**src/rtl/uart_rx_pkg.sv**
```systemverilog
// rtl/uart_rx_pkg.sv - shared state encodings and frame constants for uart_rx
// Purpose: one place for the receiver FSM encoding and the frame shape.
// Contents: state_t (IDLE/START/DATA/PARITY/STOP), DATA_BITS.
// Optional feature macro: UART_RX_PARITY_EN (PARITY state only reached when defined).
package uart_rx_pkg;

  localparam int DATA_BITS = 8;

  typedef enum logic [2:0] {
    ST_IDLE   = 3'd0,
    ST_START  = 3'd1,
    ST_DATA   = 3'd2,
    ST_PARITY = 3'd3,
    ST_STOP   = 3'd4
  } state_t;

endpackage

```
**src/rtl/uart_rx_if.sv**
```systemverilog
// rtl/uart_rx_if.sv - byte output handshake between uart_rx and its consumer
// Purpose: bundles the received-byte register, its valid/ready handshake and error pulses.
// Signals: data[7:0], valid, ready, frame_err, overrun, parity_err (UART_RX_PARITY_EN only).
// Modports: master = receiver side (drives data/valid/pulses, reads ready),
//           slave  = consumer side (reads data/valid/pulses, drives ready).
interface uart_rx_if;
  logic [7:0] data;
  logic       valid;
  logic       ready;
  logic       frame_err;
  logic       overrun;
`ifdef UART_RX_PARITY_EN
  logic       parity_err;

  modport master (output data, valid, frame_err, overrun, parity_err, input ready);
  modport slave  (input data, valid, frame_err, overrun, parity_err, output ready);
`else
  modport master (output data, valid, frame_err, overrun, input ready);
  modport slave  (input data, valid, frame_err, overrun, output ready);
`endif
endinterface

```
**src/rtl/PulseGen.sv**
```systemverilog
// rtl/PulseGen.sv - periodic one-clock pulse at OUT_FREQ derived from CLK_FREQ
// Purpose: divides the system clock into a single-cycle enable pulse (rounded divider).
// Ports: clk  in  system clock
//        rst  in  asynchronous active-high reset
//        pulse out 1-clk pulse every round(CLK_FREQ/OUT_FREQ) clocks
module PulseGen #(
  parameter int CLK_FREQ = 100_000_000,
  parameter int OUT_FREQ = 153_600
) (
  input  logic clk,
  input  logic rst,
  output logic pulse
);

  localparam int DIV = (CLK_FREQ + OUT_FREQ / 2) / OUT_FREQ;
  localparam int CW  = (DIV > 2) ? $clog2(DIV) : 1;
  localparam logic [CW-1:0] LAST = CW'(DIV - 1);

  logic [CW-1:0] cnt;

  always_ff @(posedge clk or posedge rst) begin
    if (rst) begin
      cnt   <= '0;
      pulse <= 1'b0;
    end else if (cnt == LAST) begin
      cnt   <= '0;
      pulse <= 1'b1;
    end else begin
      cnt   <= cnt + 1'b1;
      pulse <= 1'b0;
    end
  end

endmodule

```
**src/rtl/uart_rx.sv**
```systemverilog
// rtl/uart_rx.sv - oversampling serial receiver (8N1, or 8E1 with UART_RX_PARITY_EN)
// Purpose: synchronises the rx pin, finds start bits, samples each bit at mid-bit and
//   presents every good byte on a valid/ready output register with frame/overrun pulses.
// Ports: clk  in   system clock
//        rst  in   asynchronous active-high reset
//        rx   in   serial line, idle high, asynchronous to clk
//        bus  uart_rx_if.master: data, valid, ready, frame_err, overrun, parity_err
// Optional feature macro: UART_RX_PARITY_EN (even parity bit after the data bits).
module uart_rx
  import uart_rx_pkg::*;
#(
  parameter int CLK_FREQ   = 100_000_000,
  parameter int BAUD       = 9600,
  parameter int OVERSAMPLE = 16
) (
  input  logic       clk,
  input  logic       rst,
  input  logic       rx,
  uart_rx_if.master  bus
);

  localparam int TC_W = $clog2(OVERSAMPLE);
  localparam logic [TC_W-1:0] MID_START = TC_W'(OVERSAMPLE / 2 - 1);
  localparam logic [TC_W-1:0] FULL_BIT  = TC_W'(OVERSAMPLE - 1);
  localparam logic [2:0]      LAST_BIT  = 3'(DATA_BITS - 1);

  logic tick;

  PulseGen #(
    .CLK_FREQ(CLK_FREQ),
    .OUT_FREQ(BAUD * OVERSAMPLE)
  ) u_tick (
    .clk  (clk),
    .rst  (rst),
    .pulse(tick)
  );

  // Two-flop synchroniser; resets to the idle (high) level.
  logic rx_meta, rx_s;

  always_ff @(posedge clk or posedge rst) begin
    if (rst) begin
      rx_meta <= 1'b1;
      rx_s    <= 1'b1;
    end else begin
      rx_meta <= rx;
      rx_s    <= rx_meta;
    end
  end

  state_t          state;
  logic [TC_W-1:0] tick_cnt;
  logic [2:0]      bit_cnt;
  logic [7:0]      shift_reg;
  logic            armed;
  logic            deliver;
  logic [7:0]      data_q;
  logic            valid_q;
  logic            frame_err_q;
  logic            overrun_q;
`ifdef UART_RX_PARITY_EN
  logic            par_bit;
  logic            parity_err_q;
`endif

  always_ff @(posedge clk or posedge rst) begin
    if (rst) begin
      state        <= ST_IDLE;
      tick_cnt     <= '0;
      bit_cnt      <= '0;
      shift_reg    <= '0;
      armed        <= 1'b0;
      deliver      <= 1'b0;
      data_q       <= 8'h00;
      valid_q      <= 1'b0;
      frame_err_q  <= 1'b0;
      overrun_q    <= 1'b0;
`ifdef UART_RX_PARITY_EN
      par_bit      <= 1'b0;
      parity_err_q <= 1'b0;
`endif
    end else begin
      frame_err_q  <= 1'b0;
      overrun_q    <= 1'b0;
      deliver      <= 1'b0;
`ifdef UART_RX_PARITY_EN
      parity_err_q <= 1'b0;
`endif

      // Output register: shift_reg is stable here because the FSM is back in IDLE.
      if (deliver) begin
        if (!valid_q || bus.ready) begin
          data_q  <= shift_reg;
          valid_q <= 1'b1;
        end else begin
          overrun_q <= 1'b1;
        end
`ifdef UART_RX_PARITY_EN
        parity_err_q <= ^shift_reg ^ par_bit;
`endif
      end else if (valid_q && bus.ready) begin
        valid_q <= 1'b0;
      end

      if (tick) begin
        case (state)
          ST_IDLE: begin
            // Arming on a tick (not every clk) keeps the synchroniser's reset-value
            // ones from arming the receiver while the pin is actually low.
            if (rx_s) begin
              armed <= 1'b1;
            end else if (armed) begin
              state    <= ST_START;
              tick_cnt <= '0;
            end
          end
          ST_START: begin
            if (tick_cnt == MID_START) begin
              tick_cnt <= '0;
              bit_cnt  <= '0;
              state    <= rx_s ? ST_IDLE : ST_DATA;
            end else begin
              tick_cnt <= tick_cnt + 1'b1;
            end
          end
          ST_DATA: begin
            if (tick_cnt == FULL_BIT) begin
              tick_cnt  <= '0;
              shift_reg <= {rx_s, shift_reg[7:1]};
              if (bit_cnt == LAST_BIT) begin
`ifdef UART_RX_PARITY_EN
                state <= ST_PARITY;
`else
                state <= ST_STOP;
`endif
              end else begin
                bit_cnt <= bit_cnt + 1'b1;
              end
            end else begin
              tick_cnt <= tick_cnt + 1'b1;
            end
          end
`ifdef UART_RX_PARITY_EN
          ST_PARITY: begin
            if (tick_cnt == FULL_BIT) begin
              tick_cnt <= '0;
              par_bit  <= rx_s;
              state    <= ST_STOP;
            end else begin
              tick_cnt <= tick_cnt + 1'b1;
            end
          end
`endif
          ST_STOP: begin
            // Return to IDLE at mid-stop so the next start edge gets half a bit of slack.
            if (tick_cnt == FULL_BIT) begin
              tick_cnt <= '0;
              state    <= ST_IDLE;
              if (rx_s) begin
                deliver <= 1'b1;
              end else begin
                frame_err_q <= 1'b1;
                armed       <= 1'b0;
              end
            end else begin
              tick_cnt <= tick_cnt + 1'b1;
            end
          end
          default: begin
            state    <= ST_IDLE;
            tick_cnt <= '0;
          end
        endcase
      end
    end
  end

  assign bus.data      = data_q;
  assign bus.valid     = valid_q;
  assign bus.frame_err = frame_err_q;
  assign bus.overrun   = overrun_q;
`ifdef UART_RX_PARITY_EN
  assign bus.parity_err = parity_err_q;
`endif

endmodule

```
**src/flat_wrapper.sv**
```systemverilog
// flat-port wrapper written by rule: the top's interface ports become plain ports
module uart_rx_flat import uart_rx_pkg::*;
#(
  parameter int CLK_FREQ   = 100_000_000,
  parameter int BAUD       = 9600,
  parameter int OVERSAMPLE = 16
)
  (clk, rst, rx, bus_data, bus_valid, bus_frame_err, bus_overrun, bus_ready);
  uart_rx_if bus_i ();
  input  logic clk;
  input  logic rst;
  input  logic rx;
  output wire logic [$bits(bus_i.data)-1:0] bus_data;
  output wire logic [$bits(bus_i.valid)-1:0] bus_valid;
  output wire logic [$bits(bus_i.frame_err)-1:0] bus_frame_err;
  output wire logic [$bits(bus_i.overrun)-1:0] bus_overrun;
  input wire logic [$bits(bus_i.ready)-1:0] bus_ready;
  assign bus_data = bus_i.data;
  assign bus_valid = bus_i.valid;
  assign bus_frame_err = bus_i.frame_err;
  assign bus_overrun = bus_i.overrun;
  assign bus_i.ready = bus_ready;
  uart_rx #(.CLK_FREQ(CLK_FREQ), .BAUD(BAUD), .OVERSAMPLE(OVERSAMPLE)) u_core (.clk(clk), .rst(rst), .rx(rx), .bus(bus_i));
endmodule
```
**config.mk**
```make
export PLATFORM = sky130hd
export DESIGN_NAME = uart_rx_flat
export DESIGN_NICKNAME = d
export VERILOG_FILES = /design/src/rtl/uart_rx_pkg.sv /design/src/rtl/uart_rx_if.sv /design/src/rtl/PulseGen.sv /design/src/rtl/uart_rx.sv /design/src/flat_wrapper.sv
export SDC_FILE = /design/constraint.sdc
export NUM_CORES = 1
export LEC_CHECK = 0
export CORE_MARGIN = 2
export CORE_UTILIZATION = 57
export CTS_BUF_LIST = sky130_fd_sc_hd__clkbuf_16
export DETAILED_ROUTE_END_ITERATION = 7
export PLACE_DENSITY_LB_ADDON = 0.15
export SYNTH_ARGS = -nofsm -noshare
export SYNTH_HDL_FRONTEND = slang
export SYNTH_HIERARCHICAL = 1
export SYNTH_SLANG_ARGS = --single-unit
export TNS_END_PERCENT = 50
```
**constraint.sdc**
```tcl
create_clock -name clk -period 2.3 [get_ports clk]
set_input_delay 0.23 -clock clk [delete_from_list [all_inputs] [get_ports clk]]
set_output_delay 0.23 -clock clk [all_outputs]
set_load 0.02 [all_outputs]
```
Word level (Yosys, flattened, before mapping)
Index checks and enable logic that the tools add are counted.
{"block": "classes", "n_reduce_logical": 15, "addsub": 3, "eq_ne": 17, "n_mux": 36}
{"operator": "2-to-1 mux 3 bit", "count": 9}
{"operator": "2-to-1 mux 1 bit", "count": 17}
{"operator": "2-to-1 mux 4 bit", "count": 4}
{"operator": "inequality test 2 x 1 -> 1 bit (second input constant)", "count": 6}
{"operator": "case mux 3 bit (4 select lines)", "count": 1}
{"operator": "case mux 4 bit (3 select lines)", "count": 1}
{"operator": "adder 10 x 1 -> 10 bit (second input constant)", "count": 1}
{"operator": "== test 10 bit (second input constant)", "count": 1}
{"operator": "2-to-1 mux 10 bit", "count": 1}
{"operator": "AND reduction 5 bit", "count": 2}
{"operator": "inequality test 2 bit (second input constant)", "count": 4}
{"operator": "AND reduction 7 bit", "count": 1}
{"operator": "== test 3 bit (second input constant)", "count": 2}
{"operator": "case mux 3 bit (2 select lines)", "count": 1}
{"operator": "AND reduction 3 bit", "count": 2}
{"operator": "nonzero test 2 bit", "count": 3}
{"operator": "adder 4 x 1 -> 4 bit (second input constant)", "count": 1}
{"operator": "== test 4 x 3 -> 1 bit (second input constant)", "count": 1}
{"operator": "== test 4 bit (second input constant)", "count": 1}
{"operator": "AND reduction 2 bit", "count": 2}
{"operator": "adder 3 x 1 -> 3 bit (second input constant)", "count": 1}
{"operator": "== test 3 x 1 -> 1 bit (second input constant)", "count": 1}
{"operator": "== test 3 x 2 -> 1 bit (second input constant)", "count": 1}
{"operator": "zero test 3 bit", "count": 1}
{"operator": "other kinds (6)", "count": 6}
{"block": "word_totals", "output_inout_bits": 11, "input_bits": 4, "word_cells": 85, "ff_bits": 44}

Logic depth before layout (Yosys ltp)
Gate-level depths: netlist of the first run.
{"block": "logic_depth", "ltp_word": 4, "ltp_mapped": 6, "ltp_nobuf": 5}

By module
Netlist of the first run, hierarchy kept.
{"mod": "uart_rx", "instances": 1, "cells_per_inst": 121, "area_per_inst_um2": 1554.0}
{"mod": "PulseGen", "instances": 1, "cells_per_inst": 48, "area_per_inst_um2": 553.0}

Worst setup path after synthesis of the first run
No wires, ideal clock.
{"block": "synth_timing", "path_kind": "register to register", "start": "reg u_core.tick_cnt[0]", "end": "reg u_core.state[0]", "t_arrival_ns": 1.591, "path_slack_ns": 0.582, "setup_time_ns": 0.128, "t_required_ns": 2.172, "path_buffers": 0, "stages_incl_launch_ff": 6, "path_cell_list": "dfrtp_1 > ha_1 > and3_4 > o32ai_2 > a21oi_2 > mux2_1"}
{"block": "synth_via", "elab_chain_len": 3, "elab_cells_between_ends": 6, "classes_between": "eq/ne (5); reduce/logical (1)"}
{"element": "from (decl)", "line": "uart_rx.sv:52", "source": "logic [TC_W-1:0] tick_cnt;"}
{"element": "from (signal assigned)", "line": "uart_rx.sv:123", "source": "tick_cnt <= tick_cnt + 1'b1;"}
{"element": "from (signal assigned)", "line": "uart_rx.sv:140", "source": "tick_cnt <= tick_cnt + 1'b1;"}
{"element": "from (signal assigned)", "line": "uart_rx.sv:166", "source": "tick_cnt <= tick_cnt + 1'b1;"}
{"element": "== test 4 bit or == test 4 x 3 -> 1 bit (tied branches)", "line": "uart_rx.sv:127, uart_rx.sv:156, uart_rx.sv:118"}
{"element": "inequality test 2 x 1 -> 1 bit (no source line)"}
{"element": "AND reduction 7 bit (no source line) (*)"}
{"element": "to (signal assigned)", "line": "uart_rx.sv:121", "source": "state <= rx_s ? ST_IDLE : ST_DATA;"}
{"element": "to (decl)", "line": "uart_rx.sv:51", "source": "state_t state;"}
Every way passes the cells marked *; elsewhere a longest branch is shown, timed or not.
A chain may end at the register's enable or synchronous reset.

Worst setup path in the final report of the first run
Same ends and word-level chain as after synthesis.

==> impl_metrics.yaml, run 1 <==
timing:
  min_period_ns: 1.89
  setup_viol: 0
  hold_violations: 0
  fin_skew_ns: 0.00413
  setup_tns_ns: 0
  tightest_slew_ns: 0.490
  clock.fmax_mhz: 528
  finalMaxSlewViolations: 0
  rsz0062_at_grt: "false"
  relSlewSlack_pct: 67.2
  fin_crit_sh_pct: 82.4
final_layout:
  final_util_pct: 67.3
  nNetsFinal: 196
  multi_input_area_sq_um: 917
  diodes: 0
  fillers: 272
  largest_reg_flops: 10
  drive_above_1_share_pct: 19.7
  syn2layout_area_growth_pct: 15.1
  register_area_sq_um: 1100
setup_path:
  timing_worst_setup_path_type: "reg -> reg"
  reg2reg_slack_ns: 0.41
  worst_ep_arrival_time_ns: 2.06
  endpoint_kind: "flip-flop"
  worstSetupStartpointType: "flip-flop"
  startpoint: "u_core/tick_cnt[0]"
  r2r_start: "u_core/tick_cnt[0]"
  cp_max_fo: 5
  path_depth: 5
  crit_buf_inv: 0
  path_cells: "ha_1 > and3_4 > o32ai_2 > a21oi_2 > mux2_1"
  r2r_end: "u_core/state[0]"
  cp_slowest_cell: "dfrtp_1"
  cp.required_ns: 2.46
  path_delay_family: "compound AO/OA/AOI/OAI gates"
  max_stage_delay_ns: 0.41
  endpoint: "u_core/state[0]"
  r2r_cells: 5
cts:
  clk_latency_ns: 0.28
  cts_resized: 0
  path_clk_slew_ns: 0.06
  cts_setup_buffers: 0
  cts_tree: "yes"
  cts_buffers: 5
  clk_path_buf_depth: 2
  cts_max_level: 2
  clockRootBuffer: "clkbuf_16"
  cts.hold.buffers_added: 0
  cts_sinks: 44
synth:
  syn_inst: 169
  synthTopCellsByCount: "dfrtp_1 (42), inv_1 (13), mux2_1 (13)"
  synth_ff_type: "dfrtp_1"
  synth_edf_count: 0
  ys_async_sr_fraction_pct: 100
  yosysTopAreaCell: "dfrtp_1"
  synth_cell_types: 50
  yosys_warnings: 6
  synth_area_sq_um: 2110
  yosysMostFrequentCell: "dfrtp_1"
  synth_area_leaders: "dfrtp_1 (50%), mux2_1 (6.9%), ha_1 (3.0%), dfstp_2 (2.5%), xnor2_1 (2.5%)"
  synth_top_area_share_pct: 49.9
  seq_area_frac_synth_pct: 52.4
  avgSynthCellArea_sq_um: 12.5
  synth-seq-cells: 44
  synth_fp_nets: 178
floorplan:
  io_pins: 15
  die_h_um: 64.8
  die_w_um: 64.8
  core_area_sq_um: 3610
  start_util_pct: 58.4
  design.die.area_sq_um: 4200
  rows: 22
routing:
  via_per_inst: 5.49
  ant_nets: 0
  detail_route.wl_per_cell_um: 13.9
  drtIter0Drc: 73
  num_vias: 1296
  wl_um: 3290
  firstDrtPassIters: 4
  drc: 0
pwr:
  leakage_uw: 0.00112
  power.density_nw_per_um2: 616
  vdd_ir_drop_max_uv: 418
grt:
  grtUsageTotal_pct: 19.1
  grt_pass1_wl_um: 5960
  grt_antenna_before_repair: 0
  grt_max_degree: 34
  grt_overflow: 0
  grt_pass1_vias: 1337
job:
  cap_violations: 0
placement:
  hpwl_um: 2440
  io_buffers: 14
  finalWeightedCongestion: 0.884
hold_path:
  min_path_type: "in -> async"
status:
  status: "complete, no violations"
kinds of logic (layout without fill, tap and decap cells):
kind of cell | count (synthesis) | in the layout | synth area share (%)
multiplexers | 21 | 21 | 11.2
flip-flops | 44 | 44 | 52.4
XOR/XNOR | 7 | 7 | 2.91
AND/OR/NAND/NOR | 54 | 54 | 16.4
buffers and inverters | 17 | 36 | 4.10
AO/OA/AOI/OAI | 21 | 21 | 9.98
adder cells (fa/ha/maj) | 5 | 5 | 2.97
per-stage QoR:
| step | total power, uW | setup slack [ns] | std cells | instance area [sq um] | hold slack (ns) |
|---|---|---|---|---|---|
| after global routing | 1550 | 0.290 | 236 | 2430 | 0.344 |
| final | 1490 | 0.405 | 236 | 2430 | 0.273 |
| after global placement | 815 | 0.455 | 228 | 2280 | 0.347 |
| after CTS | 1510 | 0.413 | 236 | 2430 | 0.292 |
| after detailed placement | 817 | 0.429 | 228 | 2280 | 0.357 |
| after floorplan | 805 | 0.582 | 169 | 2110 | 0.0824 |
placed cells by master (no fill, tap or decap), drive strengths merged, types with 2 or more instances in the layout:
cell type	n
a21oi	4
and3	2
clkbuf	5
clkdlybuf4s50	14
clkinvlp	2
dfrtp	42
dfstp	2
ha	5
inv	13
mux2	18
mux2i	3
nand2	10
nand2b	6
nand3	5
nand4	4
nor2	11
nor2b	2
nor3	5
o21ai	2
o2bb2ai	3
o31ai	2
o32ai	3
o41ai	2
xnor2	6
worst reg2reg max path: cells and delay by family (launching register included):
family,cells,cell delay [ns]
adder cells (fa/ha/maj),1,0.27
AND/OR/NAND/NOR,1,0.20
AO/OA/AOI/OAI,2,0.55
flip-flops,1,0.41
multiplexers,1,0.34
how the worst min path moves through the flow:
stage / depth (start not counted) / end / slack [ns]
floorplan: 1 / u_core/u_tick/cnt[0] / 0.08
global placement: 0 / u_core/rx_s / 0.35
detailed placement: 0 / u_core/rx_s / 0.36
CTS: 2 / u_core/u_tick/cnt[0] / 0.29
global route: 2 / u_core/u_tick/cnt[0] / 0.34
finish: 2 / u_core/u_tick/cnt[0] / 0.27
power breakdown:
part	internal, uW	total [uW]	switching [uW]
Sequential	777	779	1.80
Combinational	6.40	22.2	15.8
Clock	403	692	289
Total	1190	1490	307
layout make-up:
class,instances,area share [%]
tap,48,2.48
clock inverter,3,0.980
clock buffer,5,5.16
multi-input combinational,108,37.8
sequential,44,45.5
timing repair buffer,15,6.09
inverter,13,2.01
routing by layer:
layer  share of wire [%]  vias to the layer above  global-route usage [%]
met2                  50                       21                    31.7
li1                    -                      632                       -
met1                  45                      636                    22.9
met3                 3.4                        7                    4.17
met4                 2.1                        0                    11.2
met5                   0                        -                       0
(Power assumes the default switching activity.)
==> run 2, diff against run 1 <==
- CORE_UTILIZATION: 57 -> 52
- clock period: 2.3 -> 1.59 ns (I/O delays scaled with it)
==> impl_metrics.yaml, run 2 (synthesized netlist as in run 1, its figures left out) <==
timing:
  hold_violations: 0
  setup_tns_ns: -0.0145
  hold_ws_ns: 0.206
  setup_viol: 3
  fin_crit_sh_pct: 101
  clock.fmax_mhz: 625
  finalMaxSlewViolations: 0
  min_period_ns: 1.60
  tightest_slew_ns: 0.510
  relSlewSlack_pct: 65.9
  fin_skew_ns: 0.00368
  rsz0062_at_grt: "true"
  fin_ws_ns: -0.00933
setup_path:
  reg2reg_slack_ns: -0.009
  worst_ep_arrival_time_ns: 1.76
  cp.required_ns: 1.75
  endpoint_kind: "flip-flop"
  startpoint: "u_core/bit_cnt[1]"
  r2r_cells: 5
  worstSetupStartpointType: "flip-flop"
  r2r_end: "u_core/bit_cnt[0]"
  r2r_start: "u_core/bit_cnt[1]"
  endpoint: "u_core/bit_cnt[0]"
  cp_max_fo: 2
  timing_worst_setup_path_type: "reg -> reg"
routing:
  num_vias: 1403
  wl_um: 3960
  via_per_inst: 5.44
  drtIter0Drc: 46
  ant_nets: 0
  detail_route.wl_per_cell_um: 15.3
  drc: 0
  firstDrtPassIters: 4
cts:
  clk_latency_ns: 0.28
  cts_buffers: 5
  cts_sinks: 44
  clockRootBuffer: "clkbuf_16"
  cts_max_level: 2
  path_clk_slew_ns: 0.06
  cts.hold.buffers_added: 0
  cts_tree: "yes"
  clk_path_buf_depth: 2
grt:
  grt_pass1_wl_um: 6760
  grt_max_degree: 24
  grt_antenna_before_repair: 0
  grtUsageTotal_pct: 20.1
  grt_pass1_vias: 1480
  grt_overflow: 0
placement:
  finalWeightedCongestion: 0.859
  hpwl_um: 2810
  io_buffers: 14
floorplan:
  start_util_pct: 53.4
  design.die.area_sq_um: 4580
  rows: 23
  die_h_um: 67.7
  die_w_um: 67.7
  core_area_sq_um: 3940
  io_pins: 15
final_layout:
  drive_above_1_share_pct: 33.2
  layout_commonest_cell: "dfrtp_1"
  nNetsFinal: 216
  largest_reg_flops: 10
  diodes: 0
  final_cell_mix: "dfrtp_1 (39), buf_4 (19), clkdlybuf4s50_1 (14)"
  syn2layout_area_growth_pct: 28.2
pwr:
  power.density_nw_per_um2: 860
  internal-power_uw: 1880
  p_switching_uw: 441
  vdd_ir_drop_max_uv: 590
  pwr-share-seq_pct: 48.5
  p_clk_share_pct: 49.9
  leakage_uw: 0.00124
  swShare_pct: 19.0
  combPwrFrac_pct: 1.6
status:
  status: "complete, but fails checks"
  violations: "setup timing"
hold_path:
  min_path_type: "in -> async"
job:
  cap_violations: 0
[run 2: changes by cell type in the layout (fill, tap and decap cells not counted), moves of 2 or more]
cell / previous run / this run
mux2_4: 1 / 3
ha_1: 5 / 2
dfrtp_2: 0 / 3
buf_12: 0 / 2
dfrtp_1: 42 / 39
mux2_1: 13 / 11
buf_4: 1 / 19
o32ai_4: 0 / 2
o32ai_2: 3 / 1
ha_2: 0 / 2
clkinvlp_4: 2 / 0
[run 2: critical path, cell delays in order (launching register included)]
cell	delay, ns
dfrtp_1	0.38
ha_2	0.20
ha_4	0.17
o32ai_4	0.25
nand4_2	0.15
mux2_4	0.32
[run 2: layout make-up]
| type | count | area [sq um] |
|---|---|---|
| clock buffers | 5 | 125 |
| clock inverters | 3 | 47.5 |
| fillers | 274 | 1240 |
| inverters | 13 | 48.8 |
| multi-input cells | 108 | 987 |
| flip-flops and latches | 44 | 1110 |
| well taps | 50 | 62.6 |
| repair buffers | 35 | 323 |
[run 2: timing repair]
item | in CTS | in global routing
cloned | 0 | 0
gates resized for setup | 5 | 8
buffers inserted | 3 | 3
endpoints found under the setup margin | 4 | 21
pin swaps | 3 | 1
[run 2: power by group through the flow]
| stage | clock (uW) | combinational, uW | sequential, uW |
|---|---|---|---|
| global placement | 0 | 36.7 | 1150 |
| global route | 1240 | 42.9 | 1130 |
| CTS | 1200 | 38.7 | 1130 |
| finish | 1160 | 36.8 | 1130 |
| floorplan | 0 | 18.0 | 1150 |
| detailed placement | 0 | 38.6 | 1150 |
[run 2: per-stage QoR]
stage               utilization (%)  setup WS [ns]  instances  total power (uW)  instance area (sq um)
finish                         68.5       -0.00933        258              2320                   2700
global route                   68.5        -0.0691        258              2410                   2700
CTS                            67.2        -0.0319        255              2360                   2650
detailed placement             61.5        -0.0390        244              1190                   2430
global placement               61.5         0.0292        244              1180                   2430
floorplan                         -         0.0129        169              1160                   2120
[run 2: how the worst min path moves through the flow]
stage,startpoint,end,slack (ns)
finish,rst,u_core/u_tick/cnt[1],0.21
global route,rst,u_core/u_tick/cnt[8],0.26
CTS,rst,u_core/u_tick/cnt[8],0.22
detailed placement,u_core/rx_meta,u_core/rx_s,0.35
global placement,u_core/rx_meta,u_core/rx_s,0.35
floorplan,rst,u_core/u_tick/cnt[0],0.01
[run 2: routing by layer]
metal / track usage [%] / part of all wire [%] / vias up
met3: 6.00 / 3.1 / 2
met5: 0 / 0 / -
met1: 24.0 / 45 / 708
met2: 34.6 / 52 / 22
li1: - / - / 671
met4: 6.12 / 0.63 / 0
==> run 3, diff against run 2 <==
- ABC_AREA: unset -> 1
- CORE_UTILIZATION: 52 -> 53
- GPL_ROUTABILITY_DRIVEN: unset -> 0
==> impl_metrics.yaml, run 3 <==
synth:
  seq_area_frac_synth_pct: 48.8
  synth_cell_types: 31
  synth-seq-cells: 44
  synth_edf_count: 0
  ys_async_sr_fraction_pct: 100
  avgSynthCellArea_sq_um: 8.77
  synth_ff_type: "dfrtp_1"
  synth_area_leaders: "dfrtp_1 (46%), nand2_1 (11%), inv_1 (5.0%), nor2_1 (3.8%), o21ai_2 (3.5%)"
  synth_fp_nets: 267
  syn_inst: 258
  yosys_warnings: 6
  yosysTopAreaCell: "dfrtp_1"
  synth_top_area_share_pct: 46.4
  synth_area_sq_um: 2260
  yosysMostFrequentCell: "nand2_1"
  synthTopCellsByCount: "nand2_1 (65), dfrtp_1 (42), inv_1 (30)"
grt:
  grt_overflow: 0
  grtUsageMet1_pct: 24.6
  grt_busiest_layer: "met2"
  grtUsageTotal_pct: 18.3
  grt_pass1_wl_um: 7110
  grt_util_met3_pct: 4.51
  grt_use_met2_pct: 29.1
  grt_pass1_vias: 1590
  grt_antenna_before_repair: 0
  grt_max_degree: 34
placement:
  io_buffers: 14
  post-place-ws_ns: 0.133
  hpwl_um: 2730
  dpl.cell_count: 322
setup_path:
  cp_max_fo: 4
  timing_worst_setup_path_type: "reg -> reg"
  cp.required_ns: 1.76
  path_delay_family: "simple AND/OR/NAND/NOR gates"
  crit_buf_inv: 0
  max_stage_delay_ns: 0.40
  path_cells: "ha_1 > ha_1 > nand3b_1 > nand2_1 > nand3_2 > nand2_1 > nand2_1"
  worst_ep_arrival_time_ns: 1.65
  crit_top_cell: "nand2_1"
  endpoint_kind: "flip-flop"
  cp_slowest_cell: "dfrtp_1"
  worstSetupStartpointType: "flip-flop"
cts:
  cts_resized: 0
  cts_buffers: 5
  cts_sinks: 44
  clk_latency_ns: 0.29
  clockRootBuffer: "clkbuf_16"
  cts_setup_buffers: 0
  cts.hold.buffers_added: 0
  cts_tree: "yes"
  path_clk_slew_ns: 0.07
  clk_path_buf_depth: 2
  cts_max_level: 2
status:
  status: "complete, no violations"
hold_path:
  min_path_type: "in -> async"
final_layout:
  largest_reg_flops: 10
  drive_above_1_share_pct: 21.8
  final_cells: 330
  final_cell_mix: "nand2_1 (65), dfrtp_1 (42), inv_1 (30)"
  layout_commonest_cell: "nand2_1"
  nNetsFinal: 288
  diodes: 0
  syn2layout_area_growth_pct: 16.6
routing:
  via_per_inst: 4.86
  detail_route.wl_per_cell_um: 11.5
  num_vias: 1603
  drc: 0
  ant_nets: 0
  wl_um: 3800
  firstDrtPassIters: 4
  drtIter0Drc: 99
timing:
  clock.fmax_mhz: 675
  fin_skew_ns: 0.00660
  relSlewSlack_pct: 70.8
  min_period_ns: 1.48
  hold_ws_ns: 0.197
  finalMaxSlewViolations: 0
  rsz0062_at_grt: "false"
  setup_tns_ns: 0
  hold_violations: 0
  fin_ws_ns: 0.107
  fin_crit_sh_pct: 93.2
  tightest_slew_ns: 0.437
  setup_viol: 0
pwr:
  vdd_ir_drop_max_uv: 479
  power.density_nw_per_um2: 890
  finalPower_uw: 2350
  leakage_uw: 0.00133
job:
  cap_violations: 0
floorplan:
  core_area_sq_um: 4060
  die_h_um: 69.4
  io_pins: 15
  die_w_um: 69.4
  rows: 23
  start_util_pct: 55.8
  design.die.area_sq_um: 4810
## run 3: worst paths after layout
check | cells past startpoint | end | start | slack (ns)
setup / recovery | 7 | u_core/bit_cnt[0] | u_core/bit_cnt[0] | 0.11
hold / removal | 2 | u_core/u_tick/cnt[1] | rst | 0.20
setup reg to reg | 7 | u_core/bit_cnt[0] | u_core/bit_cnt[0] | 0.11
hold reg to reg | 0 | u_core/rx_s | u_core/rx_meta | 0.35
max in group asynchronous | 2 | u_core/u_tick/cnt[2] | rst | 1.09
min in group clk | 1 | u_core/rx_meta | rx | 0.28
## run 3: logic make-up after synthesis
kind of cell,Yosys count,share of synthesized area [%]
flops,44,48.8
xor+xnor,4,1.55
buf+inv,45,8.57
simple gates,132,30.2
compound gates,27,7.63
mux,1,0.497
fa+ha+maj,5,2.76
## run 3: per-stage QoR
step                      utilization, %  instance area, sq um
after detailed placement            60.8                  2470
final                               65.1                  2640
after global routing                65.1                  2640
after CTS                           65.1                  2640
after floorplan                        -                  2260
after global placement              60.8                  2470
## run 3: worst register-to-register path: stages (launching register included)
cell	delay [ns]
dfrtp_1	0.40
ha_1	0.22
ha_1	0.18
nand3b_1	0.18
nand2_1	0.17
nand3_2	0.11
nand2_1	0.07
nand2_1	0.05
## run 3: layer usage
layer | part of all wire, % | vias up
met5 | 0 | -
met4 | 1.6 | 0
met3 | 4.4 | 6
met2 | 45 | 33
met1 | 49 | 718
li1 | - | 846
## run 3: where the power goes
part,switching (uW),internal (uW),total [uW]
clock,439,746,1190
combinational,25.7,12.7,38.4
sequential,1.80,1120,1130
## run 3: final cells by class
cell class	instances	area (sq um)
inverter	41	154
sequential	44	1100
clock inverter	3	46.3
tap	50	62.6
fill	329	1420
timing repair buffer	18	183
clock buffer	5	125
multi-input combinational	169	966
